$ cat src/rtl/sram_cmd_sequencer.sv
// sram_cmd_sequencer: valid/ready command front-end that serialises write words and
// strobes reads for sram_top. Define SRAM_SEQ_TIMEOUT_EN to bound the read wait.
module sram_cmd_sequencer #(
   parameter int ROWS       = 16,
   parameter int COLS       = 8,
   parameter int SHIFT_CYC  = 2,
   parameter int RD_TIMEOUT = 16,
   localparam int AW        = $clog2(ROWS)
) (
   input  logic            clk,
   input  logic            rst,
   input  logic            cmd_valid,
   output logic            cmd_ready,
   input  logic            cmd_we,
   input  logic [AW-1:0]   cmd_addr,
   input  logic [COLS-1:0] cmd_wdata,
   output logic            rsp_valid,
   input  logic            rsp_ready,
   output logic [COLS-1:0] rsp_data,
   output logic            rsp_err,
   output logic            wr_done,
   output logic            serial_in,
   output logic            shift,
   output logic            w_en,
   output logic            r_en,
   output logic [AW-1:0]   addr,
   input  logic            data_valid,
   input  logic [COLS-1:0] data_out
);

   localparam int BW = (COLS > 1) ? $clog2(COLS) : 1;
   localparam int HW = (SHIFT_CYC > 1) ? $clog2(SHIFT_CYC) : 1;
   localparam logic [BW-1:0] BIT_MSB   = BW'(COLS - 1);
   localparam logic [HW-1:0] HOLD_LAST = HW'(SHIFT_CYC - 1);

   localparam logic [2:0] S_IDLE   = 3'd0;
   localparam logic [2:0] S_SHIFT  = 3'd1;
   localparam logic [2:0] S_WGAP   = 3'd2;
   localparam logic [2:0] S_WPULSE = 3'd3;
   localparam logic [2:0] S_RGAP   = 3'd4;
   localparam logic [2:0] S_RPULSE = 3'd5;
   localparam logic [2:0] S_RWAIT  = 3'd6;
   localparam logic [2:0] S_RESP   = 3'd7;

   if (SHIFT_CYC < 1 || RD_TIMEOUT < 1 || COLS < 2 || ROWS < 2) begin : g_bad_params
      $error("sram_cmd_sequencer: SHIFT_CYC/RD_TIMEOUT must be >=1, COLS/ROWS >=2");
   end

   logic [2:0]      r_state;
   logic [AW-1:0]   r_addr;
   logic [COLS-1:0] r_wdata;
   logic [BW-1:0]   r_bit;
   logic [HW-1:0]   r_hold;
   logic [COLS-1:0] r_rsp_data;
   logic            w_idle;
   logic            w_shift;

`ifdef SRAM_SEQ_TIMEOUT_EN
   localparam int TW = (RD_TIMEOUT > 1) ? $clog2(RD_TIMEOUT) : 1;
   localparam logic [TW-1:0] TMO_LAST = TW'(RD_TIMEOUT - 1);
   logic [TW-1:0] r_tmo;
   logic          r_rsp_err;
`endif

   // NOTE: all state below uses <= so every register samples pre-edge values.
   always_ff @(posedge clk) begin
      if (rst) begin
         r_state    <= S_IDLE;
         r_addr     <= '0;
         r_wdata    <= '0;
         r_bit      <= '0;
         r_hold     <= '0;
         r_rsp_data <= '0;
`ifdef SRAM_SEQ_TIMEOUT_EN
         r_tmo      <= '0;
         r_rsp_err  <= 1'b0;
`endif
      end else begin
         case (r_state)
            S_IDLE: begin
               if (cmd_valid) begin
                  r_addr  <= cmd_addr;
                  r_wdata <= cmd_wdata;
                  r_bit   <= BIT_MSB;
                  r_hold  <= '0;
                  r_state <= cmd_we ? S_SHIFT : S_RGAP;
               end
            end
            // Each bit is held SHIFT_CYC clocks; bit 0 finishing ends the word.
            S_SHIFT: begin
               if (r_hold == HOLD_LAST) begin
                  r_hold <= '0;
                  if (r_bit == '0) r_state <= S_WGAP;
                  else             r_bit   <= r_bit - BW'(1);
               end else begin
                  r_hold <= r_hold + HW'(1);
               end
            end
            S_WGAP:   r_state <= S_WPULSE;
            S_WPULSE: r_state <= S_IDLE;
            S_RGAP:   r_state <= S_RPULSE;
            S_RPULSE, S_RWAIT: begin
               if (data_valid) begin
                  r_rsp_data <= data_out;
                  r_state    <= S_RESP;
`ifdef SRAM_SEQ_TIMEOUT_EN
                  r_rsp_err  <= 1'b0;
`endif
               end else if (r_state == S_RPULSE) begin
                  r_state <= S_RWAIT;
`ifdef SRAM_SEQ_TIMEOUT_EN
                  r_tmo   <= '0;
               end else if (r_tmo == TMO_LAST) begin
                  r_rsp_data <= '0;
                  r_rsp_err  <= 1'b1;
                  r_state    <= S_RESP;
               end else begin
                  r_tmo <= r_tmo + TW'(1);
`endif
               end
            end
            S_RESP: begin
               if (rsp_ready) r_state <= S_IDLE;
            end
            default: r_state <= S_IDLE;
         endcase
      end
   end

   // Strobes decode straight from the state so they can never overlap.
   assign w_idle    = (r_state == S_IDLE);
   assign w_shift   = (r_state == S_SHIFT);
   assign cmd_ready = w_idle & ~rst;
   assign shift     = w_shift;
   assign serial_in = w_shift & r_wdata[r_bit];
   assign w_en      = (r_state == S_WPULSE);
   assign wr_done   = (r_state == S_WPULSE);
   assign r_en      = (r_state == S_RPULSE);
   assign rsp_valid = (r_state == S_RESP);
   assign rsp_data  = r_rsp_data;
   assign addr      = r_addr;

`ifdef SRAM_SEQ_TIMEOUT_EN
   assign rsp_err = r_rsp_err;
`else
   assign rsp_err = 1'b0;
`endif

endmodule

$ cat config.mk
export PLATFORM = sky130hd
export DESIGN_NAME = sram_cmd_sequencer
export DESIGN_NICKNAME = d
export VERILOG_FILES = /design/src/rtl/sram_cmd_sequencer.sv
export SDC_FILE = /design/constraint.sdc
export NUM_CORES = 1
export LEC_CHECK = 0
export BUFFER_PORTS_ARGS = -buffer_cell sky130_fd_sc_hd__buf_2
export CAP_MARGIN = 20
export CORE_MARGIN = 8
export CORE_UTILIZATION = 30
export DETAILED_ROUTE_END_ITERATION = 8
export HOLD_SLACK_MARGIN = 0.1
export SYNTH_ARGS = -nofsm -noshare
export SYNTH_HDL_FRONTEND = slang
export SYNTH_SLANG_ARGS = --single-unit
$ cat constraint.sdc
create_clock -name clk -period 3.9 [get_ports clk]
set_input_delay 0.585 -clock clk [delete_from_list [all_inputs] [get_ports clk]]
set_output_delay 0.585 -clock clk [all_outputs]
set_load 0.01 [all_outputs]
==> results.sh <==
export IMPL_viasPerCell=4.67
export IMPL_leakage_nw=0.666
export IMPL_hpwl_mm=2.30
export IMPL_period_share_pct=59.3
export IMPL_status="completed"
export IMPL_yosysTopAreaCell="dfxtp_1"
export IMPL_r2r_cells=4
export IMPL_postCtsSetupBuffers=0
export IMPL_worstMarginPinSlew_ns=0.749
export IMPL_clkTransAtPathRegs_ns=0.08
export IMPL_crit_start="r_state[0]"
export IMPL_antenna_found_initial=0
export IMPL_cts_tree="done"
export IMPL_synthArstFlopShare_pct=0
export IMPL_cp_end_kind="primary output"
export IMPL_fin_area_um2=1540
export IMPL_worst_r2r_setup_slack_ns=2.20
export IMPL_grt_pass1_vias=1167
export IMPL_synthesis_nets=183
export IMPL_num_rows=23
export IMPL_crit_path_max_fanout=15
export IMPL_cp_data_required_time_ns=3.31
export IMPL_r2r_end="r_wdata[0]"
export IMPL_maxCapViolCount=0
export IMPL_die_x_um=81.0
export IMPL_synthTopCellsByCount="nand2_1 (29), dfxtp_1 (27), nor2_1 (16)"
export IMPL_whs_endpoint="r_wdata[7]"
export IMPL_core_area_um2=4030
export IMPL_synth_avg_cell_area_um2=8.17
export IMPL_syn_inst=155
export IMPL_drt_iter0_markers=45
export IMPL_root_buffer="clkbuf_8"
export IMPL_setup_viol=0
export IMPL_pre_cts_ws_ns=1.88
export IMPL_pwr_density_cell_nw_per_um2=389
export IMPL_globalplace_congestion=0.786
export IMPL_ys_flop_type="dfxtp_1"
export IMPL_yosys_top_cells_area="dfxtp_1 (43%), nand2_1 (8.6%), mux2i_1 (7.9%)"
export IMPL_synth_seq_cells=27
export IMPL_clk_latency_ns=0.27
export IMPL_yosysSeqAreaShare_pct=42.7
export IMPL_nNetsFinal=222
export IMPL_grt_pass1_wl_mm=5.25
export IMPL_portBuffers=44
export IMPL_grt_max_degree=30
export IMPL_hold_viol=0
export IMPL_timing_hold_ws_ns=0.458
export IMPL_maxSlewViolCount=0
export IMPL_finalSetupTns_ns=0
export IMPL_h_tree_depth=1
export IMPL_firstDrtPassIters=4
export IMPL_period_needed_ns=2.31
export IMPL_start_util_pct=31.4
export IMPL_fin_worst_skew_ns=0.00292
export IMPL_cp_arrival_ns=1.73
export IMPL_synth_edf_count=0
export IMPL_syn_to_final_growth_pct=21.8
export IMPL_numCtsBuffers=3
export IMPL_critPathKind="reg2out"
export IMPL_numClockSinks=27
export IMPL_fin_util_pct=38.3
export IMPL_rsz0062_at_grt="no"
export IMPL_grt_overflow_total=0
export IMPL_postRouteWirelength_mm=3.10
export IMPL_slew_headroom_pct=49.8
export IMPL_hold_buffers=0
export IMPL_slowest_delay_ns=0.59
export IMPL_fmax_mhz=432
export IMPL_pin_count=46
export IMPL_ir_drop_v=0.000266
export IMPL_ys_types=32
export IMPL_die_y_um=81.0
export IMPL_ant_nets=0
export IMPL_yosys_warnings=0
export IMPL_wl_per_cell_um=12.7
export IMPL_start_kind="flip-flop"
export IMPL_diodes=0
export IMPL_holdPathStages=2
export IMPL_drc_errors=0
export IMPL_setup_slack_ns=1.59
export IMPL_path_cells="or3b_1 > nor3_1 > buf_2"
export IMPL_yosysMostFrequentCell="nand2_1"
export IMPL_critPathSlowestCell="dfxtp_1"
export IMPL_place_area_um2=1500
export IMPL_die_area_um2=6560
export IMPL_synth_top_area_share_pct=42.7
export IMPL_holdCritStartpoint="r_wdata[7]"
export IMPL_drive_above_1_share_pct=26.4
export IMPL_grt_use_total_pct=10.1
export IMPL_cts_buffer_depth=2
export IMPL_cts_resized=0
export IMPL_vias=1136
export IMPL_r2r_start="r_state[0]"
export IMPL_syn_cell_area_um2=1270
export IMPL_hold_path_class="reg2reg"
## worst max path at each step
stage	to	slack, ns	cells past startpoint
2_1_floorplan	cmd_ready	2.19	2
3_3_place_gp	serial_in	1.91	3
3_5_place_dp	serial_in	1.88	3
4_1_cts	serial_in	1.56	3
5_1_grt	serial_in	1.44	3
6_report	serial_in	1.59	3
## worst max-delay path: cells and delay by family (launching register included)
kind | cells | cell delay [ns]
AND/OR/NAND/NOR | 2 | 0.69
flip-flops | 1 | 0.59
buffers and inverters | 1 | 0.18
## power breakdown
part	internal, W	switching [W]	leakage [nW]	total [W]
combinational	0.0000549	0.0000687	0.423	0.000124
sequential	0.000296	0.0000251	0.221	0.000321
clock	0.0000731	0.0000821	0.0228	0.000155
## layer usage
metal / routed length (um) / global-route usage, %
met4: 43 / 3.21
met2: 1370 / 17.0
met1: 1390 / 11.3
met3: 290 / 3.97
met5: 0 / 0
## registers in the layout, indices dropped and copies added, names as in the netlist
register	count
addr	4
r_bit	3
r_hold	1
r_state	3
r_wdata	8
rsp_data	8
## cell families after synthesis
family / synth area share, %
simple gates: 23.9
compound gates: 15.6
flops: 42.7
buf+inv: 5.83
mux: 9.68
fa+ha+maj: 1.98
other cells: 0.296
## cells in the final DEF, fill, tap and decap left out, drive strengths merged, types with 2 or more instances in the layout
master   n
ha       2
nor2    16
nand2   29
nand3    3
nand4    2
nor2b    3
a211oi   3
a31oi    2
nor3     3
and3     2
clkbuf   4
nand2b   5
o21ai    7
mux2i   10
dfxtp   27
inv      6
buf     44
a21oi   16
## area by class of cell
cell class                      instances  area [um2]
Timing Repair Buffer                   44         220
Multi-Input combinational cell        112         652
Clock buffer                            4        45.0
Sequential cell                        27         541
Tap cell                               50        62.6
Inverter                                6        22.5
Fill cell                             444        2490
## metrics by stage
stage / power [W] / instances
floorplan: 0.000413 / 155
detailed placement: 0.000453 / 239
finish: 0.000600 / 243
CTS: 0.000613 / 243
global placement: 0.000451 / 239
global route: 0.000644 / 243
No activity file was read; power rests on OpenSTA's default activity.
